===== config.mk =====
export PLATFORM = sky130hd
export DESIGN_NAME = cmos_nvram_arbiter_flat
export DESIGN_NICKNAME = d
export VERILOG_FILES = /design/src/rtl/cmos_nvram_pkg.sv /design/src/rtl/cmos_nvram_arbiter_if.sv /design/src/rtl/nv_edge_detect.sv /design/src/rtl/cmos_nvram_arbiter.sv /design/src/flat_wrapper.sv
export SDC_FILE = /design/constraint.sdc
export NUM_CORES = 1
export LEC_CHECK = 0
export ABC_AREA = 1
export BUFFER_PORTS_ARGS = -buffer_cell sky130_fd_sc_hd__buf_2
export CORE_MARGIN = 2
export CORE_UTILIZATION = 50
export DETAILED_ROUTE_END_ITERATION = 16
export PLACE_DENSITY = 0.86
export SYNTH_ARGS = -nofsm -noshare
export SYNTH_HDL_FRONTEND = slang
export SYNTH_SLANG_ARGS = --single-unit

===== constraint.sdc =====
create_clock -name clk_sys -period 2.8 [get_ports clk_sys]
set_input_delay 0.84 -clock clk_sys [delete_from_list [all_inputs] [get_ports clk_sys]]
set_output_delay 0.84 -clock clk_sys [all_outputs]
set_load 0.05 [all_outputs]

===== src/rtl/cmos_nvram_pkg.sv =====
// rtl/cmos_nvram_pkg.sv - shared types and defaults for the CMOS NVRAM arbiter
package cmos_nvram_pkg;

    localparam int ADDR_W_DEF    = 10;
    localparam int DATA_W_DEF    = 4;
    localparam int CLEAR_VAL_DEF = 0;

    typedef enum logic [2:0] {
        ST_IDLE,
        ST_LOAD,
        ST_SAVE,
        ST_SAVE_WAIT,
        ST_CLEAR
    } nv_state_t;

    function automatic int nv_bytes(input int addr_w);
        return 1 << addr_w;
    endfunction

    localparam int NV_BYTES = nv_bytes(ADDR_W_DEF);

endpackage


===== src/rtl/cmos_nvram_arbiter_if.sv =====
// rtl/cmos_nvram_arbiter_if.sv - CPU, HPS ioctl and CMOS RAM signal bundle
// slave modport: arbiter view. master modport: CPU/HPS/RAM side view.
// NVRAM_DIRTY_EN adds nv_dirty.
interface cmos_nvram_arbiter_if #(
    parameter int ADDR_W = cmos_nvram_pkg::ADDR_W_DEF,
    parameter int DATA_W = cmos_nvram_pkg::DATA_W_DEF
);
    logic              cpu_cs;
    logic              cpu_we;
    logic [ADDR_W-1:0] cpu_addr;
    logic [DATA_W-1:0] cpu_din;
    logic [DATA_W-1:0] cpu_dout;
    logic              cpu_hold;
    logic              nv_sel;
    logic              ioctl_download;
    logic              ioctl_upload;
    logic              ioctl_wr;
    logic              ioctl_rd;
    logic [24:0]       ioctl_addr;
    logic [7:0]        ioctl_dout;
    logic [7:0]        ioctl_din;
    logic              ioctl_wait;
    logic              clear_req;
    logic [ADDR_W-1:0] ram_addr;
    logic [DATA_W-1:0] ram_din;
    logic              ram_we;
    logic [DATA_W-1:0] ram_dout;
    logic              busy;
`ifdef NVRAM_DIRTY_EN
    logic              nv_dirty;
`endif

    modport slave (
        input  cpu_cs, cpu_we, cpu_addr, cpu_din, nv_sel, ioctl_download,
               ioctl_upload, ioctl_wr, ioctl_rd, ioctl_addr, ioctl_dout,
               clear_req, ram_dout,
        output cpu_dout, cpu_hold, ioctl_din, ioctl_wait, ram_addr, ram_din,
               ram_we, busy
`ifdef NVRAM_DIRTY_EN
        , output nv_dirty
`endif
    );

    modport master (
        output cpu_cs, cpu_we, cpu_addr, cpu_din, nv_sel, ioctl_download,
               ioctl_upload, ioctl_wr, ioctl_rd, ioctl_addr, ioctl_dout,
               clear_req, ram_dout,
        input  cpu_dout, cpu_hold, ioctl_din, ioctl_wait, ram_addr, ram_din,
               ram_we, busy
`ifdef NVRAM_DIRTY_EN
        , input nv_dirty
`endif
    );

endinterface


===== src/rtl/nv_edge_detect.sv =====
// rtl/nv_edge_detect.sv - registered rising/falling edge detector
// Ports: clk, rst (async, active high), din level in; rise/fall one-cycle flags.
module nv_edge_detect (
    input  logic clk,
    input  logic rst,
    input  logic din,
    output logic rise,
    output logic fall
);
    logic din_q;

    always_ff @(posedge clk or posedge rst) begin
        if (rst) din_q <= 1'b0;
        else     din_q <= din;
    end

    assign rise = din & ~din_q;
    assign fall = ~din & din_q;

endmodule


===== src/rtl/cmos_nvram_arbiter.sv =====
// rtl/cmos_nvram_arbiter.sv - CMOS NVRAM owner arbitration: CPU, HPS load/save, wipe
// Ports: clk_sys, reset (async, active high), bus (cmos_nvram_arbiter_if.slave):
//   CPU bus (cpu_*), HPS ioctl (nv_sel, ioctl_*), clear_req, RAM port (ram_*), busy.
// Optional: NVRAM_DIRTY_EN adds bus.nv_dirty (set by CPU writes/wipe, cleared by upload).
module cmos_nvram_arbiter
    import cmos_nvram_pkg::*;
#(
    parameter int                ADDR_W    = ADDR_W_DEF,
    parameter int                DATA_W    = DATA_W_DEF,
    parameter logic [DATA_W-1:0] CLEAR_VAL = DATA_W'(CLEAR_VAL_DEF)
) (
    input logic                 clk_sys,
    input logic                 reset,
    cmos_nvram_arbiter_if.slave bus
);
    localparam logic [24:0]       NV_LIMIT  = 25'(nv_bytes(ADDR_W));
    localparam logic [ADDR_W-1:0] LAST_ADDR = ADDR_W'(nv_bytes(ADDR_W) - 1);

    nv_state_t         state, state_nx;
    logic              clr_pend;
    logic [ADDR_W-1:0] clr_cnt;
    logic              wr_pend;
    logic [ADDR_W-1:0] wr_addr;
    logic [DATA_W-1:0] wr_data;
    logic              rd_oor;
    logic [DATA_W-1:0] cpu_dout_q;
    logic [7:0]        ioctl_din_q;

    logic clr_rise, clr_fall, dl_rise, dl_fall, ul_rise, ul_fall;
    logic [ADDR_W-1:0] ram_addr_c;
    logic [DATA_W-1:0] ram_din_c;
    logic              ram_we_c;
    logic              ioctl_wait_c;

    nv_edge_detect u_clr_edge (.clk(clk_sys), .rst(reset), .din(bus.clear_req),
                               .rise(clr_rise), .fall(clr_fall));
    nv_edge_detect u_dl_edge  (.clk(clk_sys), .rst(reset), .din(bus.ioctl_download),
                               .rise(dl_rise), .fall(dl_fall));
    nv_edge_detect u_ul_edge  (.clk(clk_sys), .rst(reset), .din(bus.ioctl_upload),
                               .rise(ul_rise), .fall(ul_fall));

    logic unused_bits;
    assign unused_bits = ^{clr_fall, dl_rise, ul_rise, bus.ioctl_dout[7:DATA_W]};

    logic addr_ok, dl_req, ul_req, clr_go, clr_last;
    assign addr_ok  = bus.ioctl_addr < NV_LIMIT;
    assign dl_req   = bus.nv_sel & bus.ioctl_download;
    assign ul_req   = bus.nv_sel & bus.ioctl_upload;
    assign clr_go   = clr_pend | clr_rise;
    assign clr_last = clr_cnt == LAST_ADDR;

    always_comb begin
        state_nx = state;
        case (state)
            ST_IDLE: begin
                if (clr_go)      state_nx = ST_CLEAR;
                else if (dl_req) state_nx = ST_LOAD;
                else if (ul_req) state_nx = ST_SAVE;
            end
            ST_LOAD:      if (dl_fall) state_nx = ST_IDLE;
            ST_SAVE: begin
                if (ul_fall)           state_nx = ST_IDLE;
                else if (bus.ioctl_rd) state_nx = ST_SAVE_WAIT;
            end
            ST_SAVE_WAIT: state_nx = ul_fall ? ST_IDLE : ST_SAVE;
            ST_CLEAR:     if (clr_last) state_nx = ST_IDLE;
            default:      state_nx = ST_IDLE;
        endcase
    end

    // RAM port mux: the CPU owns it only in IDLE; wait is held over the
    // read cycle and the data cycle so ioctl_din is valid when it drops.
    always_comb begin
        ram_addr_c   = bus.cpu_addr;
        ram_din_c    = bus.cpu_din;
        ram_we_c     = 1'b0;
        ioctl_wait_c = 1'b0;
        case (state)
            ST_IDLE:  ram_we_c = bus.cpu_cs & bus.cpu_we;
            ST_LOAD: begin
                ram_addr_c = wr_addr;
                ram_din_c  = wr_data;
                ram_we_c   = wr_pend;
            end
            ST_SAVE: begin
                ram_addr_c   = bus.ioctl_addr[ADDR_W-1:0];
                ioctl_wait_c = bus.ioctl_rd;
            end
            ST_SAVE_WAIT: begin
                ram_addr_c   = bus.ioctl_addr[ADDR_W-1:0];
                ioctl_wait_c = 1'b1;
            end
            ST_CLEAR: begin
                ram_addr_c   = clr_cnt;
                ram_din_c    = CLEAR_VAL;
                ram_we_c     = 1'b1;
                ioctl_wait_c = dl_req | ul_req;
            end
            default: ;
        endcase
    end

    always_ff @(posedge clk_sys or posedge reset) begin
        if (reset) begin
            state       <= ST_IDLE;
            clr_pend    <= 1'b0;
            clr_cnt     <= '0;
            wr_pend     <= 1'b0;
            wr_addr     <= '0;
            wr_data     <= '0;
            rd_oor      <= 1'b0;
            cpu_dout_q  <= '0;
            ioctl_din_q <= '0;
        end else begin
            state <= state_nx;
            if (state == ST_IDLE) cpu_dout_q <= bus.ram_dout;
            if (state == ST_IDLE && clr_go)
                clr_pend <= 1'b0;
            else if (clr_rise && state inside {ST_LOAD, ST_SAVE, ST_SAVE_WAIT})
                clr_pend <= 1'b1;
            // Counter wraps back to 0 on the last wipe cycle.
            if (state == ST_CLEAR) clr_cnt <= clr_cnt + 1'b1;
            // A strobe seen on the IDLE->LOAD cycle is kept and retired in LOAD.
            wr_pend <= bus.ioctl_wr & dl_req & addr_ok &
                       ((state == ST_LOAD) | ((state == ST_IDLE) & ~clr_go));
            if (bus.ioctl_wr) begin
                wr_addr <= bus.ioctl_addr[ADDR_W-1:0];
                wr_data <= bus.ioctl_dout[DATA_W-1:0];
            end
            if (state == ST_SAVE && bus.ioctl_rd) rd_oor <= ~addr_ok;
            if (state == ST_SAVE_WAIT) ioctl_din_q <= rd_oor ? 8'h00 : 8'(bus.ram_dout);
        end
    end

`ifdef NVRAM_DIRTY_EN
    logic dirty_q;
    always_ff @(posedge clk_sys or posedge reset) begin
        if (reset)
            dirty_q <= 1'b0;
        else if ((state == ST_IDLE && bus.cpu_cs && bus.cpu_we) ||
                 (state == ST_CLEAR && clr_last))
            dirty_q <= 1'b1;
        else if (ul_fall && state inside {ST_SAVE, ST_SAVE_WAIT})
            dirty_q <= 1'b0;
    end
    assign bus.nv_dirty = dirty_q;
`endif

    assign bus.ram_addr   = ram_addr_c;
    assign bus.ram_din    = ram_din_c;
    assign bus.ram_we     = ram_we_c;
    assign bus.ioctl_wait = ioctl_wait_c;
    assign bus.ioctl_din  = ioctl_din_q;
    assign bus.cpu_dout   = cpu_dout_q;
    assign bus.cpu_hold   = state != ST_IDLE;
    assign bus.busy       = state != ST_IDLE;

endmodule


===== src/flat_wrapper.sv =====
// flat-port wrapper written by rule: the top's interface ports become plain ports
module cmos_nvram_arbiter_flat import cmos_nvram_pkg::*;
#(
    parameter int                ADDR_W    = ADDR_W_DEF,
    parameter int                DATA_W    = DATA_W_DEF,
    parameter logic [DATA_W-1:0] CLEAR_VAL = DATA_W'(CLEAR_VAL_DEF)
)
  (clk_sys, reset, bus_cpu_cs, bus_cpu_we, bus_cpu_addr, bus_cpu_din, bus_nv_sel, bus_ioctl_download, bus_ioctl_upload, bus_ioctl_wr, bus_ioctl_rd, bus_ioctl_addr, bus_ioctl_dout, bus_clear_req, bus_ram_dout, bus_cpu_dout, bus_cpu_hold, bus_ioctl_din, bus_ioctl_wait, bus_ram_addr, bus_ram_din, bus_ram_we, bus_busy);
  cmos_nvram_arbiter_if #(.ADDR_W(ADDR_W), .DATA_W(DATA_W)) bus_i ();
  input logic clk_sys;
  input logic reset;
  input wire logic [$bits(bus_i.cpu_cs)-1:0] bus_cpu_cs;
  input wire logic [$bits(bus_i.cpu_we)-1:0] bus_cpu_we;
  input wire logic [$bits(bus_i.cpu_addr)-1:0] bus_cpu_addr;
  input wire logic [$bits(bus_i.cpu_din)-1:0] bus_cpu_din;
  input wire logic [$bits(bus_i.nv_sel)-1:0] bus_nv_sel;
  input wire logic [$bits(bus_i.ioctl_download)-1:0] bus_ioctl_download;
  input wire logic [$bits(bus_i.ioctl_upload)-1:0] bus_ioctl_upload;
  input wire logic [$bits(bus_i.ioctl_wr)-1:0] bus_ioctl_wr;
  input wire logic [$bits(bus_i.ioctl_rd)-1:0] bus_ioctl_rd;
  input wire logic [$bits(bus_i.ioctl_addr)-1:0] bus_ioctl_addr;
  input wire logic [$bits(bus_i.ioctl_dout)-1:0] bus_ioctl_dout;
  input wire logic [$bits(bus_i.clear_req)-1:0] bus_clear_req;
  input wire logic [$bits(bus_i.ram_dout)-1:0] bus_ram_dout;
  output wire logic [$bits(bus_i.cpu_dout)-1:0] bus_cpu_dout;
  output wire logic [$bits(bus_i.cpu_hold)-1:0] bus_cpu_hold;
  output wire logic [$bits(bus_i.ioctl_din)-1:0] bus_ioctl_din;
  output wire logic [$bits(bus_i.ioctl_wait)-1:0] bus_ioctl_wait;
  output wire logic [$bits(bus_i.ram_addr)-1:0] bus_ram_addr;
  output wire logic [$bits(bus_i.ram_din)-1:0] bus_ram_din;
  output wire logic [$bits(bus_i.ram_we)-1:0] bus_ram_we;
  output wire logic [$bits(bus_i.busy)-1:0] bus_busy;
  assign bus_i.cpu_cs = bus_cpu_cs;
  assign bus_i.cpu_we = bus_cpu_we;
  assign bus_i.cpu_addr = bus_cpu_addr;
  assign bus_i.cpu_din = bus_cpu_din;
  assign bus_i.nv_sel = bus_nv_sel;
  assign bus_i.ioctl_download = bus_ioctl_download;
  assign bus_i.ioctl_upload = bus_ioctl_upload;
  assign bus_i.ioctl_wr = bus_ioctl_wr;
  assign bus_i.ioctl_rd = bus_ioctl_rd;
  assign bus_i.ioctl_addr = bus_ioctl_addr;
  assign bus_i.ioctl_dout = bus_ioctl_dout;
  assign bus_i.clear_req = bus_clear_req;
  assign bus_i.ram_dout = bus_ram_dout;
  assign bus_cpu_dout = bus_i.cpu_dout;
  assign bus_cpu_hold = bus_i.cpu_hold;
  assign bus_ioctl_din = bus_i.ioctl_din;
  assign bus_ioctl_wait = bus_i.ioctl_wait;
  assign bus_ram_addr = bus_i.ram_addr;
  assign bus_ram_din = bus_i.ram_din;
  assign bus_ram_we = bus_i.ram_we;
  assign bus_busy = bus_i.busy;
  cmos_nvram_arbiter #(.ADDR_W(ADDR_W), .DATA_W(DATA_W), .CLEAR_VAL(CLEAR_VAL)) u_core (.clk_sys(clk_sys), .reset(reset), .bus(bus_i));
endmodule

## After elaboration in Yosys (flattened, before gate mapping)

Cells that the tools add are included.

| storage, ports and cells | value |
|---|---|
| flip-flop bits (word level) | 45 |
| input bits | 61 |
| output and inout port bits | 30 |
| logic and storage cells | 66 |

| operators by class | value |
|---|---|
| $add $sub $neg | 1 |
| $lt $le $gt $ge | 1 |
| equal/unequal tests | 9 |
| muxes and demuxes | 16 |
| bitwise gates (word level) | 18 |
| reduce and logical (&&, ||, !) cells | 9 |

Operator list:

| cell | count |
|---|---|
| 10-bit one-hot mux with 3 select lines | 1 |
| 25-bit by 11-bit less-than comparator with 1-bit output (second input constant) | 1 |
| 3-bit 2-to-1 mux | 7 |
| 3-bit one-hot mux with 5 select lines | 1 |
| 10-bit by 1-bit adder with 10-bit output (second input constant) | 1 |
| 1-bit bitwise AND | 10 |
| 10-bit equality test (second input constant) | 1 |
| 4-bit one-hot mux with 2 select lines | 1 |
| 3-bit by 2-bit equality test with 1-bit output (second input constant) | 2 |
| 1-bit one-hot mux with 3 select lines | 2 |
| 3-bit nonzero test | 2 |
| 1-bit NOT | 5 |
| 4-bit 2-to-1 mux | 1 |
| 2-bit by 1-bit inequality test with 1-bit output (second input constant) | 2 |
| 4-bit by 1-bit inequality test with 1-bit output (second input constant) | 1 |
| 4-bit AND reduction | 1 |
| 3-bit by 1-bit equality test with 1-bit output (second input constant) | 1 |
| 3-bit equality test (second input constant) | 1 |
| 1-bit logical AND | 3 |
| 3-bit logical NOT | 1 |
| 3-bit by 2-bit inequality test with 1-bit output (second input constant) | 1 |
| 1-bit bitwise OR | 3 |
| 1-bit 2-to-1 mux | 2 |
| 2-bit 2-to-1 mux | 1 |
| 2 further kinds | 2 |

## Depth between registers and ports, before layout

| depth | value |
|---|---|
| word-level depth | 7 |
| depth in mapped cells | 8 |
| mapped depth without buffers | 8 |

## Hierarchy

From an unflattened synthesis, not the netlist that was laid out.

| unflattened totals | value |
|---|---|
| cells, all modules | 304 |
| area, all modules | 2,263.4 µm² |

By module, submodules not included:

| module | instances | cells each | area each (µm²) | sequential area each (µm²) |
|---|---|---|---|---|
| cmos_nvram_arbiter | 1 | 286 | 2,132.0 | 950.9 |
| nv_edge_detect | 3 | 6 | 43.8 | 25.0 |

## Worst setup path before layout

Ideal clock, no wire load.

| timing path | value |
|---|---|
| path kind | input to output |
| from | input port bus_ioctl_rd |
| to | output port bus_ioctl_wait |
| data arrival time | 1,968 ps |
| data required time | 1,960 ps |
| path slack | -8 ps |
| stages | 2 |
| buffers on the path | 0 |
| path through | nor2_1 o21ai_0 |

| between the ends | value |
|---|---|
| longest elaborated chain between the ends | 1 |

RTL lines:

| what | RTL line | RTL |
|---|---|---|
| start: declaration | flat_wrapper.sv:20 | `input wire logic [$bits(bus_i.ioctl_rd)-1:0] bus_ioctl_rd;` |
| 1-bit one-hot mux with 3 select lines | cmos_nvram_arbiter.sv:78 | `case (state)` |
| end: declaration | flat_wrapper.sv:28 | `output wire logic [$bits(bus_i.ioctl_wait)-1:0] bus_ioctl_wait;` |

Every way passes these cells.

## Worst setup path after layout

| timing path | value |
|---|---|
| from | register u_core.state[2] |
| to | output port bus_ram_addr[0] |

| between the ends | value |
|---|---|
| longest elaborated chain between the ends | 3 |
| elaborated cells between the ends (all ways) | 6 |
| classes of those cells | 4 x eq/ne; 1 x mux; 1 x reduce/logical |

RTL lines:

| what | RTL line | RTL |
|---|---|---|
| start: declaration | cmos_nvram_arbiter.sv:19 | `nv_state_t state, state_nx;` |
| start signal: assignment | cmos_nvram_arbiter.sv:115 | `state <= state_nx;` |
| 3-bit by 2-bit equality test with 1-bit output | cmos_nvram_arbiter.sv:78 |  |
| 2-bit OR reduction (no source line) | n/a |  |
| 10-bit one-hot mux with 3 select lines * | cmos_nvram_arbiter.sv:78 |  |
| end: declaration | flat_wrapper.sv:29 | `output wire logic [$bits(bus_i.ram_addr)-1:0] bus_ram_addr;` |

Every way passes the cells marked *; elsewhere a longest branch is shown, timed or not.

==> impl_metrics.ini <==
[timing]
final_hold_viol_count = 0
hold-worst-slack_ns = 0.478
rsz0062_at_grt = false
setup_viol_count_final = 0
period_needed_ns = 2.68
fin_ws_ns = 0.120
worst_pin_slew_ns = 0.512
fin_crit_sh_pct = 95.7
skew_ns = 0.00841
tns_ns = 0
slew_headroom_pct = 65.9
drv_slew = 0
fmax_ghz = 0.373

[route]
wirelength_um = 5240
firstDrtPassIters = 4
vias_per_cell = 5.02
routedWlPerCell_um = 12.2
via_count = 2149
drc = 0
drtIter0Drc = 160
ant_nets = 0

[global_routing]
use_met3_pct = 3.42
antenna_found_initial = 0
grt_pass1_vias = 2045
grt_remaining_overflow = 0
track_usage_pct = 22.0
grt_busiest_layer = met2
use_met2_pct = 36.8
grt_max_degree = 42
met1_usage_pct = 28.5
grt_pass1_wl_um = 8810

[cts]
clk_latency_ns = 0.29
cts_htree_levels = 2
cts_buffers = 5
cts_setup_buffers = 0
cts_hold_buf = 0
cts_root_buf = clkbuf_8
cts_resized = 0
cts.path.max_buffers = 2
cts_sinks = 41
clk_pin_slew_ns = 0.08
cts_tree = built

[logic_synthesis]
synth_area_leader_cell = dfrtp_1
synth_seq_cells = 41
synthCells = 291
synth_area_um2 = 2250
synthDistinctLibCells = 30
netlist.area_leader.share_pct = 45.7
synth_ff_type = dfrtp_1
yosys_warnings = 0
seq_area_frac_synth_pct = 45.7
syn_avg_cell_area_um2 = 7.72
synth-async-reset-ratio_pct = 100
synth_area_leaders = dfrtp_1 46%, nand2_1 15%, inv_1 6.0%
synth_edf_count = 0

[critical_path]
crit_required_ns = 1.96
path_common_cell = inv_2
path_delay_family = buffers and inverters
cp-end-kind = output pin
cp.arrival_ns = 1.84
crit_chain = inv_2, nand3_2, inv_2, a22oi_1, nand3b_1, buf_2
critPathMaxFanout = 13
cp-start-kind = flop
critical_path.max_stage_delay_ns = 0.50
crit_buf_inv = 3
path_class = reg2out
cpMaxStageDelayCell = dfrtp_1

[finish]
fin_nets = 437
multi_input_area_um2 = 1000
drive_gt1_share_pct = 30.6
syn_to_final_growth_pct = 23.3
fin_util_pct = 63.6
seq_area_um2 = 1030
num_antenna_cells = 0
final_cell_mix = 88 x nand2_1, 82 x buf_2, 41 x dfrtp_1, 35 x inv_1, 24 x nor2_1
layout_commonest_cell = nand2_1
n_fill_cell = 370

[run_status]
status = finished, final reports clean

[power_and_ir_drop]
p_per_area_nw_per_um2 = 398
peakVddDrop_mv = 0.299
leakage_nw = 1.47

[floorplan]
start_util_pct = 51.6
pin_count = 91
die-width_um = 71.0
fp.dieH_um = 71.0
rows = 24
core_area_um2 = 4350
die_area_um2 = 5050

[hold_path]
hp-class = reg2reg

[placed_design]
hpwl_um = 3860
dp_slack_ns = 0.363
port_buffers = 82
gp_congestion = 0.804

[flow_run]
cap_violations = 0
[cells by family after synthesis]
kind of cell	share of synthesized area (%)
and+or+nand+nor	26.4
buffers and inverters	10.4
AOI/OAI and AO/OA	10.5
DFF	45.7
muxes	4.01
xor gates and xnor gates	2.34
adders and majority gates	0.557
other	0.167
[layer usage]
layer	share of wire, %	up-vias
met1	44	990
met5	0	-
met4	1.8	0
met2	49	70
met3	5.3	7
li1	-	1082
[worst min-delay path, stage by stage (launching register included)]
cell and delay, ns:
dfrtp_1 0.34, nand2_1 0.05, nand2_1 0.06
[final timing paths]
path | startpoint | endpoint | slack (ns) | cells after the start
worst max-delay path | u_core.state[2] | bus_ram_addr[0] | 0.12 | 6
worst min-delay path | u_core.bus.cpu_dout[3] | u_core.bus.cpu_dout[3] | 0.48 | 2
worst max register to register | u_core.state[0] | u_core.state[1] | 1.26 | 8
worst min register to register | u_core.bus.cpu_dout[3] | u_core.bus.cpu_dout[3] | 0.48 | 2
max in group asynchronous | reset | u_core.wr_addr[7] | 1.78 | 3
min in group asynchronous | reset | u_core.bus.cpu_dout[3] | 0.66 | 3
[cell usage after synthesis (all sizes together), types with 5 or more instances]
cell type,number
xor2,6
buf,11
o21ai,20
nor2,27
nand2,89
dfrtp,41
o22ai,5
nand4,5
mux2,8
inv,41
a21oi,11
nand3,12
[state kept, by name (all words and copies together) (netlist names)]
signal,flops
u_core.rd_oor,1
u_core.wr_data,4
u_core.u_clr_edge.din_q,1
u_core.wr_addr,10
u_core.bus.ioctl_din,4
u_core.bus.cpu_dout,4
u_core.clr_cnt,10
u_core.u_dl_edge.din_q,1
u_core.u_ul_edge.din_q,1
u_core.clr_pend,1
u_core.state,3
u_core.wr_pend,1
[cell type report]
| cell class | count | share of cell area [%] |
|---|---|---|
| clock buffers | 6 | 2.62 |
| clock inverters | 2 | 0.361 |
| inverters | 41 | 5.55 |
| multi-input cells | 200 | 36.2 |
| flip-flops and latches | 41 | 37.0 |
| well taps | 52 | 2.35 |
| repair buffers | 86 | 15.9 |
[metrics by stage]
step                area [um2]  instances  power [W]
CTS                       2770        428    0.00111
finish                    2770        428    0.00110
global route              2770        428    0.00115
detailed placement        2680        420   0.000746
global placement          2680        420   0.000742
floorplan                 2260        294   0.000696
[power by group]
part           switching [W]  internal (W)
clock network       0.000196      0.000173
registers         0.00000929      0.000613
logic              0.0000634     0.0000483
total               0.000269      0.000834
Power figures use the tool's default switching activity.
